==> config.mk <==
export PLATFORM = sky130hd
export DESIGN_NAME = irq_request_ctrl
export DESIGN_NICKNAME = d
export VERILOG_FILES = /design/src/rtl/pic_pkg.sv /design/src/rtl/pic_priority_resolver.sv /design/src/rtl/irq_request_ctrl.sv
export SDC_FILE = /design/constraint.sdc
export NUM_CORES = 1
export LEC_CHECK = 0
export ABC_AREA = 0
export ABC_CLOCK_PERIOD_IN_PS = 4650
export BUFFER_PORTS_ARGS = -buffer_cell sky130_fd_sc_hd__buf_2
export CORE_MARGIN = 5
export CORE_UTILIZATION = 45
export CTS_CLUSTER_SIZE = 14
export DETAILED_ROUTE_END_ITERATION = 12
export PLACE_DENSITY = 0.67
export SYNTH_ARGS = -nofsm -noshare
export SYNTH_HDL_FRONTEND = slang
export SYNTH_SLANG_ARGS = --single-unit
==> constraint.sdc <==
create_clock -name clk -period 4.65 [get_ports clk]
set_input_delay 0.465 -clock clk [delete_from_list [all_inputs] [get_ports clk]]
set_output_delay 0.465 -clock clk [all_outputs]
set_load 0.1 [all_outputs]
==> src/rtl/pic_pkg.sv <==
// Shared definitions for the interrupt request controller: acknowledge FSM
// states and the index reported for a spurious acknowledge.
package pic_pkg;

  typedef enum logic [1:0] {
    ACK_IDLE = 2'd0,
    ACK_ONE  = 2'd1,
    ACK_TWO  = 2'd2
  } ack_state_e;

  // Spurious acknowledges report the last line of the controller.
  function automatic int spurious_index(input int num_irq);
    return num_irq - 1;
  endfunction

endpackage

==> src/rtl/pic_priority_resolver.sv <==
// Rotating-priority resolver: picks the highest-priority request relative to
// base and accepts it only if it outranks every in-service bit.
module pic_priority_resolver #(
  parameter int NUM_IRQ = 8,
  localparam int IDX_W = $clog2(NUM_IRQ)
) (
  input  logic [NUM_IRQ-1:0] req,
  input  logic [NUM_IRQ-1:0] isr,
  input  logic [IDX_W-1:0]   base,
  output logic               valid,
  output logic [IDX_W-1:0]   index
);

  logic             req_hit_s;
  logic             isr_hit_s;
  logic [IDX_W-1:0] req_idx_s;
  logic [IDX_W:0]   req_rank_s;
  logic [IDX_W:0]   isr_rank_s;

  // Scan from lowest to highest rank so the last hit is the best one.
  always_comb begin
    logic [IDX_W:0] pos;
    req_hit_s  = 1'b0;
    isr_hit_s  = 1'b0;
    req_idx_s  = '0;
    req_rank_s = '0;
    isr_rank_s = '0;
    pos        = '0;
    for (int k = NUM_IRQ - 1; k >= 0; k--) begin
      pos = {1'b0, base} + (IDX_W+1)'(k);
      if (pos >= (IDX_W+1)'(NUM_IRQ)) begin
        pos = pos - (IDX_W+1)'(NUM_IRQ);
      end else begin
        pos = pos;
      end
      if (req[pos[IDX_W-1:0]]) begin
        req_hit_s  = 1'b1;
        req_idx_s  = pos[IDX_W-1:0];
        req_rank_s = (IDX_W+1)'(k);
      end else begin
        req_hit_s  = req_hit_s;
      end
      if (isr[pos[IDX_W-1:0]]) begin
        isr_hit_s  = 1'b1;
        isr_rank_s = (IDX_W+1)'(k);
      end else begin
        isr_hit_s  = isr_hit_s;
      end
    end
  end

  assign valid = req_hit_s && (!isr_hit_s || (req_rank_s < isr_rank_s));
  assign index = req_idx_s;

endmodule

==> src/rtl/irq_request_ctrl.sv <==
// Interrupt request controller: synchronised edge/level requests, fully nested
// in-service tracking and a two-pulse INTA handshake. PIC_ROTATE_EN enables
// rotating priority on end-of-interrupt.
module irq_request_ctrl
  import pic_pkg::*;
#(
  parameter int NUM_IRQ = 8,
  localparam int IDX_W = $clog2(NUM_IRQ)
) (
  input  logic               clk,
  input  logic               rst,
  input  logic [NUM_IRQ-1:0] irq_lines,
  input  logic [NUM_IRQ-1:0] trig_mode,
  input  logic [NUM_IRQ-1:0] irq_mask,
  input  logic               inta,
  input  logic               eoi,
  output logic               int_out,
  output logic [IDX_W-1:0]   vector_idx,
  output logic               vector_valid,
  output logic [NUM_IRQ-1:0] irr,
  output logic [NUM_IRQ-1:0] isr
);

  localparam logic [IDX_W-1:0]   SPURIOUS_IDX = IDX_W'(spurious_index(NUM_IRQ));
  localparam logic [NUM_IRQ-1:0] ONE_HOT_LSB  = {{(NUM_IRQ-1){1'b0}}, 1'b1};

  logic [NUM_IRQ-1:0] sync1_r, sync2_r, prev_r, edge_r, irr_r, isr_r;
  logic [NUM_IRQ-1:0] cand_s, win_mask_s, eoi_mask_s, isr_post_s, irr_next_s;
  logic               win_valid_s, eoi_hit_s, take_s;
  logic [IDX_W-1:0]   win_idx_s, eoi_idx_s, base_s, latch_idx_r, vector_idx_r;
  logic               int_out_r, vector_valid_r;
  ack_state_e         state_r, state_next_s;

  assign take_s     = (state_r == ACK_IDLE) && inta;
  assign cand_s     = irr_r & ~irq_mask;
  assign win_mask_s = (take_s && win_valid_s) ? (ONE_HOT_LSB << win_idx_s) : '0;
  assign eoi_mask_s = (eoi && eoi_hit_s) ? (ONE_HOT_LSB << eoi_idx_s) : '0;
  // The EOI is retired before the winner is judged against in-service bits.
  assign isr_post_s = isr_r & ~eoi_mask_s;
  assign irr_next_s = (((irr_r & ~win_mask_s) | edge_r) & ~trig_mode)
                    | (prev_r & ~win_mask_s & trig_mode);

  pic_priority_resolver #(.NUM_IRQ(NUM_IRQ)) u_win (
    .req(cand_s), .isr(isr_post_s), .base(base_s),
    .valid(win_valid_s), .index(win_idx_s)
  );

  pic_priority_resolver #(.NUM_IRQ(NUM_IRQ)) u_eoi (
    .req(isr_r), .isr({NUM_IRQ{1'b0}}), .base(base_s),
    .valid(eoi_hit_s), .index(eoi_idx_s)
  );

`ifdef PIC_ROTATE_EN
  logic [IDX_W-1:0] base_r;

  // Rotate so the line just retired drops to lowest priority.
  always_ff @(posedge clk or posedge rst) begin
    if (rst) begin
      base_r <= '0;
    end else if (eoi && eoi_hit_s) begin
      base_r <= (eoi_idx_s == IDX_W'(NUM_IRQ - 1)) ? '0 : eoi_idx_s + IDX_W'(1);
    end else begin
      base_r <= base_r;
    end
  end

  assign base_s = base_r;
`else
  assign base_s = '0;
`endif

  // Acknowledge FSM next state.
  always_comb begin
    state_next_s = state_r;
    case (state_r)
      ACK_IDLE: state_next_s = inta ? ACK_ONE : ACK_IDLE;
      ACK_ONE:  state_next_s = inta ? ACK_TWO : ACK_ONE;
      ACK_TWO:  state_next_s = ACK_IDLE;
      default:  state_next_s = ACK_IDLE;
    endcase
  end

  // Synchroniser, edge history and the delayed edge pulse.
  always_ff @(posedge clk or posedge rst) begin
    if (rst) begin
      sync1_r <= '0;
      sync2_r <= '0;
      prev_r  <= '0;
      edge_r  <= '0;
    end else begin
      sync1_r <= irq_lines;
      sync2_r <= sync1_r;
      prev_r  <= sync2_r;
      edge_r  <= sync2_r & ~prev_r;
    end
  end

  // Request/service registers, FSM and registered CPU-side outputs.
  always_ff @(posedge clk or posedge rst) begin
    if (rst) begin
      irr_r          <= '0;
      isr_r          <= '0;
      state_r        <= ACK_IDLE;
      latch_idx_r    <= '0;
      int_out_r      <= 1'b0;
      vector_valid_r <= 1'b0;
      vector_idx_r   <= '0;
    end else begin
      irr_r          <= irr_next_s;
      isr_r          <= isr_post_s | win_mask_s;
      state_r        <= state_next_s;
      int_out_r      <= (state_next_s == ACK_IDLE) && win_valid_s;
      vector_valid_r <= (state_r == ACK_ONE) && inta;
      if (take_s) begin
        latch_idx_r <= win_valid_s ? win_idx_s : SPURIOUS_IDX;
      end
      if ((state_r == ACK_ONE) && inta) begin
        vector_idx_r <= latch_idx_r;
      end
    end
  end

  assign int_out      = int_out_r;
  assign vector_idx   = vector_idx_r;
  assign vector_valid = vector_valid_r;
  assign irr          = irr_r;
  assign isr          = isr_r;

endmodule
==> results of run 1 <==
==> layer usage <==
metal / part of all wire / up-vias / wire length (um) / GRT usage
met4: 0.010 / 0 / 52 / 0.0662
met5: 0 / - / 0 / 0
met2: 0.48 / 51 / 2470 / 0.239
li1: - / 921 / - / -
met1: 0.45 / 903 / 2320 / 0.205
met3: 0.066 / 5 / 340 / 0.0495
==> area by class of cell <==
| cell class | instances | area share |
|---|---|---|
| sequential | 58 | 0.475 |
| multi-input combinational | 155 | 0.332 |
| timing repair buffer | 49 | 0.0811 |
| clock buffer | 11 | 0.0430 |
| tap | 72 | 0.0295 |
| clock inverter | 5 | 0.0258 |
| inverter | 11 | 0.0135 |
==> state kept, by name, summed over array words and instances (netlist names) <==
name	cells
edge_r	8
irr	8
isr	8
prev_r	8
sync1_r	8
sync2_r	8
latch_idx_r	3
vector_idx	3
state_r	2
int_out	1
vector_valid	1
==> critical path, stage by stage (launching register included) <==
cell and delay, ps:
dfrtp_1 490, or4b_4 620, or4_4 470, a21o_1 210
nand3_1 90, ha_1 250, a21oi_1 140, o21ai_0 90
a311o_1 360, a2111oi_4 450, a211oi_2 160, a21oi_2 150
a21oi_1 90
==> cell families (layout without fill, tap and decap cells) <==
logic type	count (synthesis)	after routing	synth area share
and+or+nand+nor	81	81	0.181
AOI/OAI and AO/OA	68	68	0.192
DFF	58	58	0.573
buffers and inverters	16	76	0.0267
muxes	3	3	0.0133
adders and majority gates	2	2	0.00988
xor gates and xnor gates	1	1	0.00346
==> stage by stage <==
| stage | instance area [um^2] | utilization | total power [W] | setup slack [ps] |
|---|---|---|---|---|
| global placement | 2840 | 0.520 | 0.00139 | 1010 |
| detailed placement | 2840 | 0.520 | 0.00140 | 914 |
| global route | 3050 | 0.558 | 0.00198 | 771 |
| finish | 3050 | 0.558 | 0.00187 | 967 |
| floorplan | 2530 | - | 0.00126 | 703 |
| CTS | 3050 | 0.558 | 0.00189 | 955 |
==> path summary, 6_finish.rpt <==
check	from	endpoint	slack [ps]
setup reg to reg	isr[3]$_DFF_PP0_	latch_idx_r[1]$_DFFE_PP0P_	970
max in group asynchronous	rst	edge_r[7]$_DFF_PP0_	3860
min in group asynchronous	rst	sync1_r[2]$_DFF_PP0_	320
setup / recovery	isr[3]$_DFF_PP0_	latch_idx_r[1]$_DFFE_PP0P_	970
hold / removal	irq_lines[7]	sync1_r[7]$_DFF_PP0_	240
hold reg to reg	sync1_r[6]$_DFF_PP0_	sync2_r[6]$_DFF_PP0_	350
==> where the power goes <==
group          leakage [nW]  internal, W  switching [W]  total (W)
Clock                 0.107     0.000301       0.000189   0.000490
Sequential            0.700     0.000580      0.0000741   0.000654
Combinational         0.584     0.000195       0.000536   0.000731
==> cells in the mapped netlist (all sizes together) (4+ instances only) <==
| cell type | n |
|---|---|
| o22ai | 5 |
| dfrtp | 58 |
| o21ai | 24 |
| or3 | 6 |
| nand2 | 12 |
| a21oi | 17 |
| nor2 | 19 |
| clkbuf | 4 |
| o21a | 4 |
| inv | 11 |
| a211oi | 4 |
| nor2b | 18 |
| nand2b | 6 |
==> impl_metrics.csv, run 1 <==
group,metric,value,unit
sta,fin_crit,3680,ps
worst_hold_path,whs_path_depth,1,
clocking,cts_inserted_buffers,9,
placed_design,place_hpwl,3880,um
die,core-area,5470,um^2
critical_path,critPathCaptureType,"register",
clocking,cts_sinks,58,
worst_hold_path,hold_class,"input pin to register",
yosys,ys_seq_area_frac,0.573,
yosys,yosys_warnings,0,
layout,final_layout_size_suffix_gt1_frac,0.287,
sta,grt_setup_unrepaired,"no",
yosys,synth_top_flop_cell,"dfrtp_1",
routing,first_pass_iters,4,
clocking,cts_resized,0,
sta,tightest_slew,772,ps
layout,final_cell_mix,"dfrtp_1, buf_2, nor2_1, o21ai_0, nor2b_1",
yosys,synthesis.nets,259,
critical_path,worst_ep_required_time,4860,ps
sta,finalCritPeriodShare,0.792,
die,start_util,0.463,
critical_path,ff2ff_path_depth,12,
yosys,synth_area,2530,um^2
routing,ant_nets,0,
yosys,synthCells,229,
clocking,insertion_delay,330,ps
sta,setup_tns,0,ps
global_routing,grt_first_pass_wirelength,8850,um
routing,drc_errors,0,
yosys,async_reset_ff_frac,1.00,
layout,seqCellArea,1450,um^2
sta,slew-limit-headroom,0.484,
power,pwr_density_cell,614,nW/um^2
layout,syn_to_final_growth,20.6,%
global_routing,overflow,0,
routing,drt_iter0_drc,94,
yosys,synthTopCellsByArea,"dfrtp_1, nor2b_1, o21ai_0",
routing,wl_per_cell,14.4,um
layout,nFillCells,504,
die,rows,27,
clocking,clockBufferDepth,2,
sta,setup_viol,0,
critical_path,worst-setup-path-type,"register to register",
sta,fmaxAchievable,272,MHz
clocking,clkTransAtPathRegs,60,ps
yosys,synth_edf_count,0,
yosys,yosysUniqueCellTypes,48,
yosys,yosys.area.top_type,"dfrtp_1",
critical_path,cp.arrival,3900,ps
power,leakagePower,1.39,nW
sta,slew_viol_final,0,
routing,viasPerCell,5.21,
sta,hold_viol,0,
layout,final_common_cell,"dfrtp_1",
placed_design,place_inst,345,
clocking,cts_tree,"done",
yosys,yosys_register_bits,58,
die,dieArea,7230,um^2
critical_path,path_max_fanout,12,
flow_run,maxCapViolations,0,
sta,skew,6.99,ps
global_routing,grt_pass1_vias,1855,
layout,multiInputGateArea,1010,um^2
die,die_x,85.0,um
layout,diodes,0,
sta,fin_hold_ws,240,ps
layout,layout.cells.non_filler,361,
clocking,post_cts_buffers,0,
clocking,cts_max_level,3,
placed_design,portBuffers,48,
power,ir_worst_vdd,279,uV
critical_path,start_kind,"register",
global_routing,antenna_found_initial,0,
global_routing,gr-usage-all-layers,0.156,
global_routing,grt_max_degree,59,
clocking,holdBufCountCts,0,
die,io_pins,49,
run_status,status,"finished, final reports clean",
layout,final_nets,314,
routing,wirelength,5180,um
yosys,synth_top_cell_area_share,0.573,
placed_design,gp_congestion,0.866,
yosys,syn_avg_cell_area,11.1,um^2
routing,via_count,1880,
die,die_h,85.0,um
clocking,ctsRootBufferMaster,"clkbuf_8",
No activity file was read; power rests on OpenSTA's default activity.
==> run 2, diff against run 1 <==
--- a/config.mk
+++ b/config.mk
@@ -5,8 +5,8 @@
 export SDC_FILE = /design/constraint.sdc
 export NUM_CORES = 1
 export LEC_CHECK = 0
-export ABC_AREA = 0
-export ABC_CLOCK_PERIOD_IN_PS = 4650
+export ABC_AREA = 1
+export ABC_CLOCK_PERIOD_IN_PS = 3700
 export BUFFER_PORTS_ARGS = -buffer_cell sky130_fd_sc_hd__buf_2
 export CORE_MARGIN = 5
 export CORE_UTILIZATION = 45
==> constraint.sdc (replaced) <==
create_clock -name clk -period 3.7 [get_ports clk]
set_input_delay 0.37 -clock clk [delete_from_list [all_inputs] [get_ports clk]]
set_output_delay 0.37 -clock clk [all_outputs]
set_load 0.1 [all_outputs]
==> run 2 against run 1 <==
  * Die area rose by 0.35%
  * Synthesized cell count is 29% higher
  * Final cell count grew 20%
  * Combinational power grew 90%
  * First-iteration DRC count is 40% higher
  * Sequential share of layout area is 0.37 points lower
  * Flip-flop and latch count did not move
  * Routed wire length is 8.7% lower
  * Global-route usage decreased by 0.97 points
  * Fmax is 26% higher
  * Count of clock-buffer cells in the layout is 3 higher
  * Largest cell class unchanged
  * Highest routed layer unchanged
==> impl_metrics.csv, run 2 <==
group,metric,value,unit
run_status,status,"finished, final reports clean",
yosys,synth_common_cells,"nand2_1, dfrtp_1, inv_1",
die,start_util,0.462,
placed_design,gp_congestion,0.795,
layout,final_nets,386,
yosys,synthCells,296,
global_routing,gr-usage-all-layers,0.147,
clocking,cts_resized,0,
sta,setup_tns,0,ps
clocking,ctsRootBufferMaster,"clkbuf_8",
yosys,synthesis.nets,326,
yosys,synth_edf_count,0,
die,rows,27,
die,die_h,85.2,um
die,die_x,85.2,um
yosys,synth_area,2540,um^2
critical_path,crit_top_cell,"nand2_1",
power,ir_worst_vdd,639,uV
layout,diodes,0,
routing,ant_nets,0,
layout,fin_area,3080,um^2
yosys,yosys_warnings,0,
sta,grt_setup_unrepaired,"no",
routing,first_pass_iters,5,
layout,final_layout_size_suffix_gt1_frac,0.244,
sta,fin_crit,2930,ps
routing,via_count,1961,
routing,wl_per_cell,10.9,um
clocking,cts_sinks,58,
global_routing,antenna_found_initial,0,
yosys,ys_seq_area_frac,0.571,
sta,slew-limit-headroom,0.638,
clocking,clockBufferDepth,2,
die,core-area,5510,um^2
layout,nFillCells,507,
power,leakagePower,1.76,nW
critical_path,path_max_fanout,9,
placed_design,dpl_cell_area,2880,um^2
yosys,syn_avg_cell_area,8.59,um^2
routing,viasPerCell,4.53,
clocking,holdBufCountCts,0,
routing,drc_errors,0,
placed_design,place_hpwl,3670,um
clocking,cts_inserted_buffers,9,
yosys,synth_top_flop_cell,"dfrtp_1",
flow_run,maxCapViolations,0,
critical_path,critPathCaptureType,"register",
die,dieArea,7250,um^2
global_routing,grt_pass1_vias,1863,
power,pwr_density_cell,903,nW/um^2
routing,drt_iter0_drc,132,
yosys,synth.most_common_cell,"nand2_1",
clocking,cts_tree,"done",
critical_path,start_kind,"register",
yosys,yosys_register_bits,58,
sta,setup_viol,0,
global_routing,overflow,0,
critical_path,worst-setup-path-type,"register to register",
yosys,synth_top_cell_area_share,0.571,
sta,hold_viol,0,
critical_path,slowest_stage,"dfrtp_1",
placed_design,portBuffers,48,
clocking,cts_max_level,3,
clocking,clkTransAtPathRegs,70,ps
yosys,yosys.area.top_type,"dfrtp_1",
critical_path,cp.arrival,3150,ps
layout,final_cell_mix,"nand2_1, dfrtp_1, inv_1, buf_2, nor2_1",
yosys,synthTopCellsByArea,"dfrtp_1, nand2_1, inv_1",
sta,tightest_slew,542,ps
sta,skew,8.66,ps
clocking,insertion_delay,330,ps
critical_path,path_cells,"inv_1 > nand2_1 > nand2_1 > nand2_1 > nand2_1 > nand2_2 > a21oi_1 > nand2_1 > o21ai_1 > nand2_1 > nor2_1 > o21ai_0 > ha_1 > a21oi_1 > nand2_2 > nand2_8 > nand4_2 > nand2_1 > nand2_1 > nand2_1 > inv_1",
die,io_pins,49,
global_routing,grt_first_pass_wirelength,8400,um
critical_path,max_stage_delay,420,ps
layout,final_common_cell,"nand2_1",
worst_hold_path,hold_class,"input pin to async pin",
layout,syn_to_final_growth,21.1,%
yosys,async_reset_ff_frac,1.00,
yosys,yosysUniqueCellTypes,22,
clocking,post_cts_buffers,0,
critical_path,worst_ep_required_time,3920,ps
sta,finalCritPeriodShare,0.791,
sta,fmaxAchievable,341,MHz
sta,slew_viol_final,0,
global_routing,grt_max_degree,33,
routing,wirelength,4730,um
[run 2: changes by cell type after synthesis, sizes merged, moves of 4 or more]
cell | before | now
or3 | 6 | 0
o21a | 4 | 0
a21oi | 17 | 5
clkbuf | 4 | 0
o21ai | 24 | 11
nor2b | 18 | 0
nor2 | 19 | 41
a211oi | 4 | 0
nand2b | 6 | 0
inv | 11 | 53
nand2 | 12 | 101
o22ai | 5 | 0
nand4 | 1 | 11
[run 2: layout make-up]
cell class,count,area (um^2),area share
Sequential cell,58,1450,0.472
Clock buffer,14,163,0.0528
Multi-Input combinational cell,184,888,0.289
Clock inverter,2,35.0,0.0114
Timing Repair Buffer,49,248,0.0805
Tap cell,72,90.1,0.0293
Inverter,54,203,0.0659
[run 2: worst max-delay path: cells and delay by family, from the launching register on]
family / cells / cell delay [ps]
and+or+nand+nor: 14 / 1240
adders and majority gates: 1 / 300
DFF: 1 / 420
AOI/OAI and AO/OA: 4 / 750
buffers and inverters: 2 / 120
[run 2: path summary, 6_finish.rpt]
| path | from | slack [ps] | to | cells past startpoint |
|---|---|---|---|---|
| min | rst | 80 | irr[1]$_DFF_PP0_ | 2 |
| min in group clk | irq_lines[4] | 150 | sync1_r[4]$_DFF_PP0_ | 1 |
| max | isr[6]$_DFF_PP0_ | 770 | irr[4]$_DFF_PP0_ | 21 |
| max in group asynchronous | rst | 2830 | sync1_r[3]$_DFF_PP0_ | 3 |
| min reg2reg | sync1_r[6]$_DFF_PP0_ | 350 | sync2_r[6]$_DFF_PP0_ | 0 |
| max reg2reg | isr[6]$_DFF_PP0_ | 770 | irr[4]$_DFF_PP0_ | 21 |
[run 2: stage by stage]
stage / setup WS, ps / cells / power, W / util / hold WS, ps
finish: 772 / 433 / 0.00278 / 0.559 / 77.9
floorplan: 581 / 296 / 0.00200 / - / 331
global route: 462 / 433 / 0.00297 / 0.559 / 132
global placement: 841 / 417 / 0.00222 / 0.523 / 332
CTS: 747 / 433 / 0.00281 / 0.559 / 88.7
detailed placement: 774 / 417 / 0.00222 / 0.523 / 335
[run 2: cells by family after synthesis]
family,after synthesis,synth area share
AOI/OAI and AO/OA,21,0.0463
adders and majority gates,2,0.00984
buffers and inverters,54,0.0797
DFF,58,0.571
and+or+nand+nor,161,0.293
[run 2: per-layer routing]
metal | global-route usage | share of wire | up-vias
li1 | - | - | 1022
met1 | 0.193 | 0.46 | 890
met2 | 0.220 | 0.46 | 40
met3 | 0.0427 | 0.058 | 9
met4 | 0.0734 | 0.023 | 0
met5 | 0 | 0 | -
[run 2: power by group]
group / switching (W) / internal, W
clock network: 0.000228 / 0.000348
logic: 0.00108 / 0.000306
registers: 0.0000718 / 0.000745
==> run 3, diff against run 2 <==
--- a/config.mk
+++ b/config.mk
@@ -6,13 +6,13 @@
 export NUM_CORES = 1
 export LEC_CHECK = 0
 export ABC_AREA = 1
-export ABC_CLOCK_PERIOD_IN_PS = 3700
+export ABC_CLOCK_PERIOD_IN_PS = 2500
 export BUFFER_PORTS_ARGS = -buffer_cell sky130_fd_sc_hd__buf_2
 export CORE_MARGIN = 5
 export CORE_UTILIZATION = 45
 export CTS_CLUSTER_SIZE = 14
 export DETAILED_ROUTE_END_ITERATION = 12
-export PLACE_DENSITY = 0.67
+export PLACE_DENSITY = 0.7
 export SYNTH_ARGS = -nofsm -noshare
 export SYNTH_HDL_FRONTEND = slang
 export SYNTH_SLANG_ARGS = --single-unit
==> constraint.sdc (replaced) <==
create_clock -name clk -period 2.5 [get_ports clk]
set_input_delay 0.25 -clock clk [delete_from_list [all_inputs] [get_ports clk]]
set_output_delay 0.25 -clock clk [all_outputs]
set_load 0.1 [all_outputs]
==> run 3 against run 2 <==
  * The flow now finishes with violations (negative setup slack)
  * Fmax is 11% higher
  * Clock skew is 2.5 ps higher
  * Critical path type unchanged
  * Via count is 7.4% higher
  * Highest routed layer unchanged
  * Hold slack worse by 57 ps
==> impl_metrics.csv, run 3 (same netlist as run 2, synthesis figures left out) <==
group,metric,value,unit
global_routing,overflow,0,
placed_design,place_ws,-94.8,ps
critical_path,cp.arrival,2860,ps
sta,finalCritPeriodShare,1.05,
clocking,cts_sinks,58,
routing,first_pass_iters,4,
routing,via_count,2106,
die,rows,27,
sta,tightest_slew,700,ps
die,core-area,5510,um^2
run_status,status,"complete, but fails checks",
power,pwr_density_cell,1400,nW/um^2
flow_run,maxCapViolations,0,
global_routing,grt_max_degree,59,
clocking,cts_tree,"done",
critical_path,start_kind,"register",
worst_hold_path,hold_path.startpoint,"irq_lines[0]",
routing,wirelength,5310,um
layout,final_layout_size_suffix_gt1_frac,0.384,
critical_path,critPathTopFamily,"simple AND/OR/NAND/NOR gates",
run_status,violations,"negative setup slack",
sta,fmaxAchievable,380,MHz
clocking,cts_inserted_buffers,9,
critical_path,cp.buffers_inverters,2,
critical_path,critPathCaptureType,"register",
critical_path,r2r_end,"irr[4]$_DFF_PP0_",
clocking,ctsRootBufferMaster,"clkbuf_8",
worst_hold_path,whs_path_depth,1,
layout,final_common_cell,"nand2_1",
critical_path,ff2ff_path_depth,21,
sta,slew-limit-headroom,0.534,
sta,hold_viol,0,
worst_hold_path,hold_class,"input pin to register",
layout,diodes,0,
power,ir_worst_vdd,758,uV
die,die_h,85.2,um
routing,drc_errors,0,
sta,setup_viol,17,
placed_design,portBuffers,48,
placed_design,place_inst,431,
clocking,holdBufCountCts,0,
critical_path,r2r_slack,-130,ps
critical_path,reg2reg_from,"isr[6]$_DFF_PP0_",
routing,viasPerCell,4.61,
worst_hold_path,whs_endpoint,"sync1_r[0]$_DFF_PP0_",
placed_design,dpl_cell_area,3010,um^2
routing,ant_nets,0,
layout,final_cell_mix,"nand2_1, dfrtp_1, buf_2",
routing,drt_iter0_drc,96,
layout,syn_to_final_growth,34.4,%
sta,slew_viol_final,0,
sta,grt_setup_unrepaired,"yes",
placed_design,gp_congestion,0.858,
critical_path,worst_ep_required_time,2730,ps
critical_path,worst-setup-path-type,"register to register",
critical_path,slowest_stage,"dfrtp_2",
critical_path,path_cells,"inv_2 > nand2_1 > nand2_1 > nand2_1 > nand2_1 > nand2_2 > a21oi_2 > nand2_1 > o21ai_2 > nand2_2 > nor2_4 > o21ai_2 > ha_1 > a21oi_2 > nand2_4 > nand2_8 > nand4_2 > nand2_1 > nand2_1 > nand2_1 > inv_1",
die,io_pins,49,
power,power,0.00480,W
global_routing,grt_first_pass_wirelength,9110,um
die,start_util,0.462,
layout,utilization,0.621,
clocking,clkTransAtPathRegs,60,ps
critical_path,max_stage_delay,410,ps
die,die_x,85.2,um
critical_path,path_max_fanout,5,
layout,fin_area,3420,um^2
sta,skew,11.1,ps
placed_design,place_hpwl,3930,um
sta,layout_setup_ws,-130,ps
layout,layout.cells.non_filler,457,
clocking,clockBufferDepth,2,
global_routing,gr-usage-all-layers,0.159,
clocking,insertion_delay,340,ps
clocking,cts_max_level,3,
die,dieArea,7250,um^2
layout,final_nets,410,
power,leakagePower,1.88,nW
global_routing,antenna_found_initial,0,
routing,wl_per_cell,11.6,um
layout,nFillCells,476,
global_routing,grt_pass1_vias,2078,
sta,fin_crit,2630,ps
critical_path,crit_top_cell,"nand2_1",
run 3: area by class of cell:
| cell class | count | area (um^2) | area share |
|---|---|---|---|
| flip-flops and latches | 58 | 1460 | 0.428 |
| multi-input cells | 185 | 1030 | 0.301 |
| repair buffers | 72 | 428 | 0.125 |
| inverters | 54 | 203 | 0.0593 |
| clock buffers | 14 | 173 | 0.0505 |
| well taps | 72 | 90.1 | 0.0264 |
| clock inverters | 2 | 35.0 | 0.0103 |
run 3: per-stage QoR:
step | TNS, ps | hold slack [ps]
2_1_floorplan | -2770 | 281
3_5_place_dp | -976 | 335
6_report | -1490 | 21.0
5_1_grt | -7390 | 0.725
4_1_cts | -600 | 0.0920
3_3_place_gp | 0 | 331
run 3: metal layers:
layer  GRT usage  wire, um
met3      0.0495       323
met2       0.258      2690
met1       0.187      2160
met5           0         0
met4      0.0878       134
run 3: worst reg2reg max path: stages, from the launching register on:
cell and delay [ps]:
dfrtp_2 410, inv_2 60, nand2_1 40, nand2_1 60, nand2_1 60, nand2_1 80
nand2_2 80, a21oi_2 170, nand2_1 80, o21ai_2 150, nand2_2 90, nor2_4 110
o21ai_2 60, ha_1 310, a21oi_2 190, nand2_4 110, nand2_8 100, nand4_2 120
nand2_1 110, nand2_1 50, nand2_1 50, inv_1 30
run 3: how the worst max path moves through the flow:
stage / start / slack, ps / cells after the start / to
6_report: isr[6]$_DFF_PP0_ / -130 / 21 / irr[4]$_DFF_PP0_
5_1_grt: isr[6]$_DFF_PP0_ / -440 / 23 / irr[0]$_DFF_PP0_
2_1_floorplan: isr[7]$_DFF_PP0_ / -210 / 20 / irr[0]$_DFF_PP0_
3_5_place_dp: isr[5]$_DFF_PP0_ / -90 / 19 / irr[3]$_DFF_PP0_
3_3_place_gp: isr[2]$_DFF_PP0_ / 2 / 21 / irr[7]$_DFF_PP0_
4_1_cts: isr[6]$_DFF_PP0_ / -80 / 21 / irr[0]$_DFF_PP0_
run 3: repair_timing:
item / CTS / global route
gates cloned: 1 / 0
setup buffers: 7 / 2
pin swaps: 5 / 18
endpoints found under the setup margin: 15 / 20
gates resized for setup: 6 / 26
run 3: power by group:
group          switching [W]  total (W)  leakage (nW)  internal (W)
Combinational        0.00193    0.00270          1.09      0.000779
Sequential          0.000101    0.00122         0.683       0.00111
Clock               0.000340   0.000881         0.107      0.000541
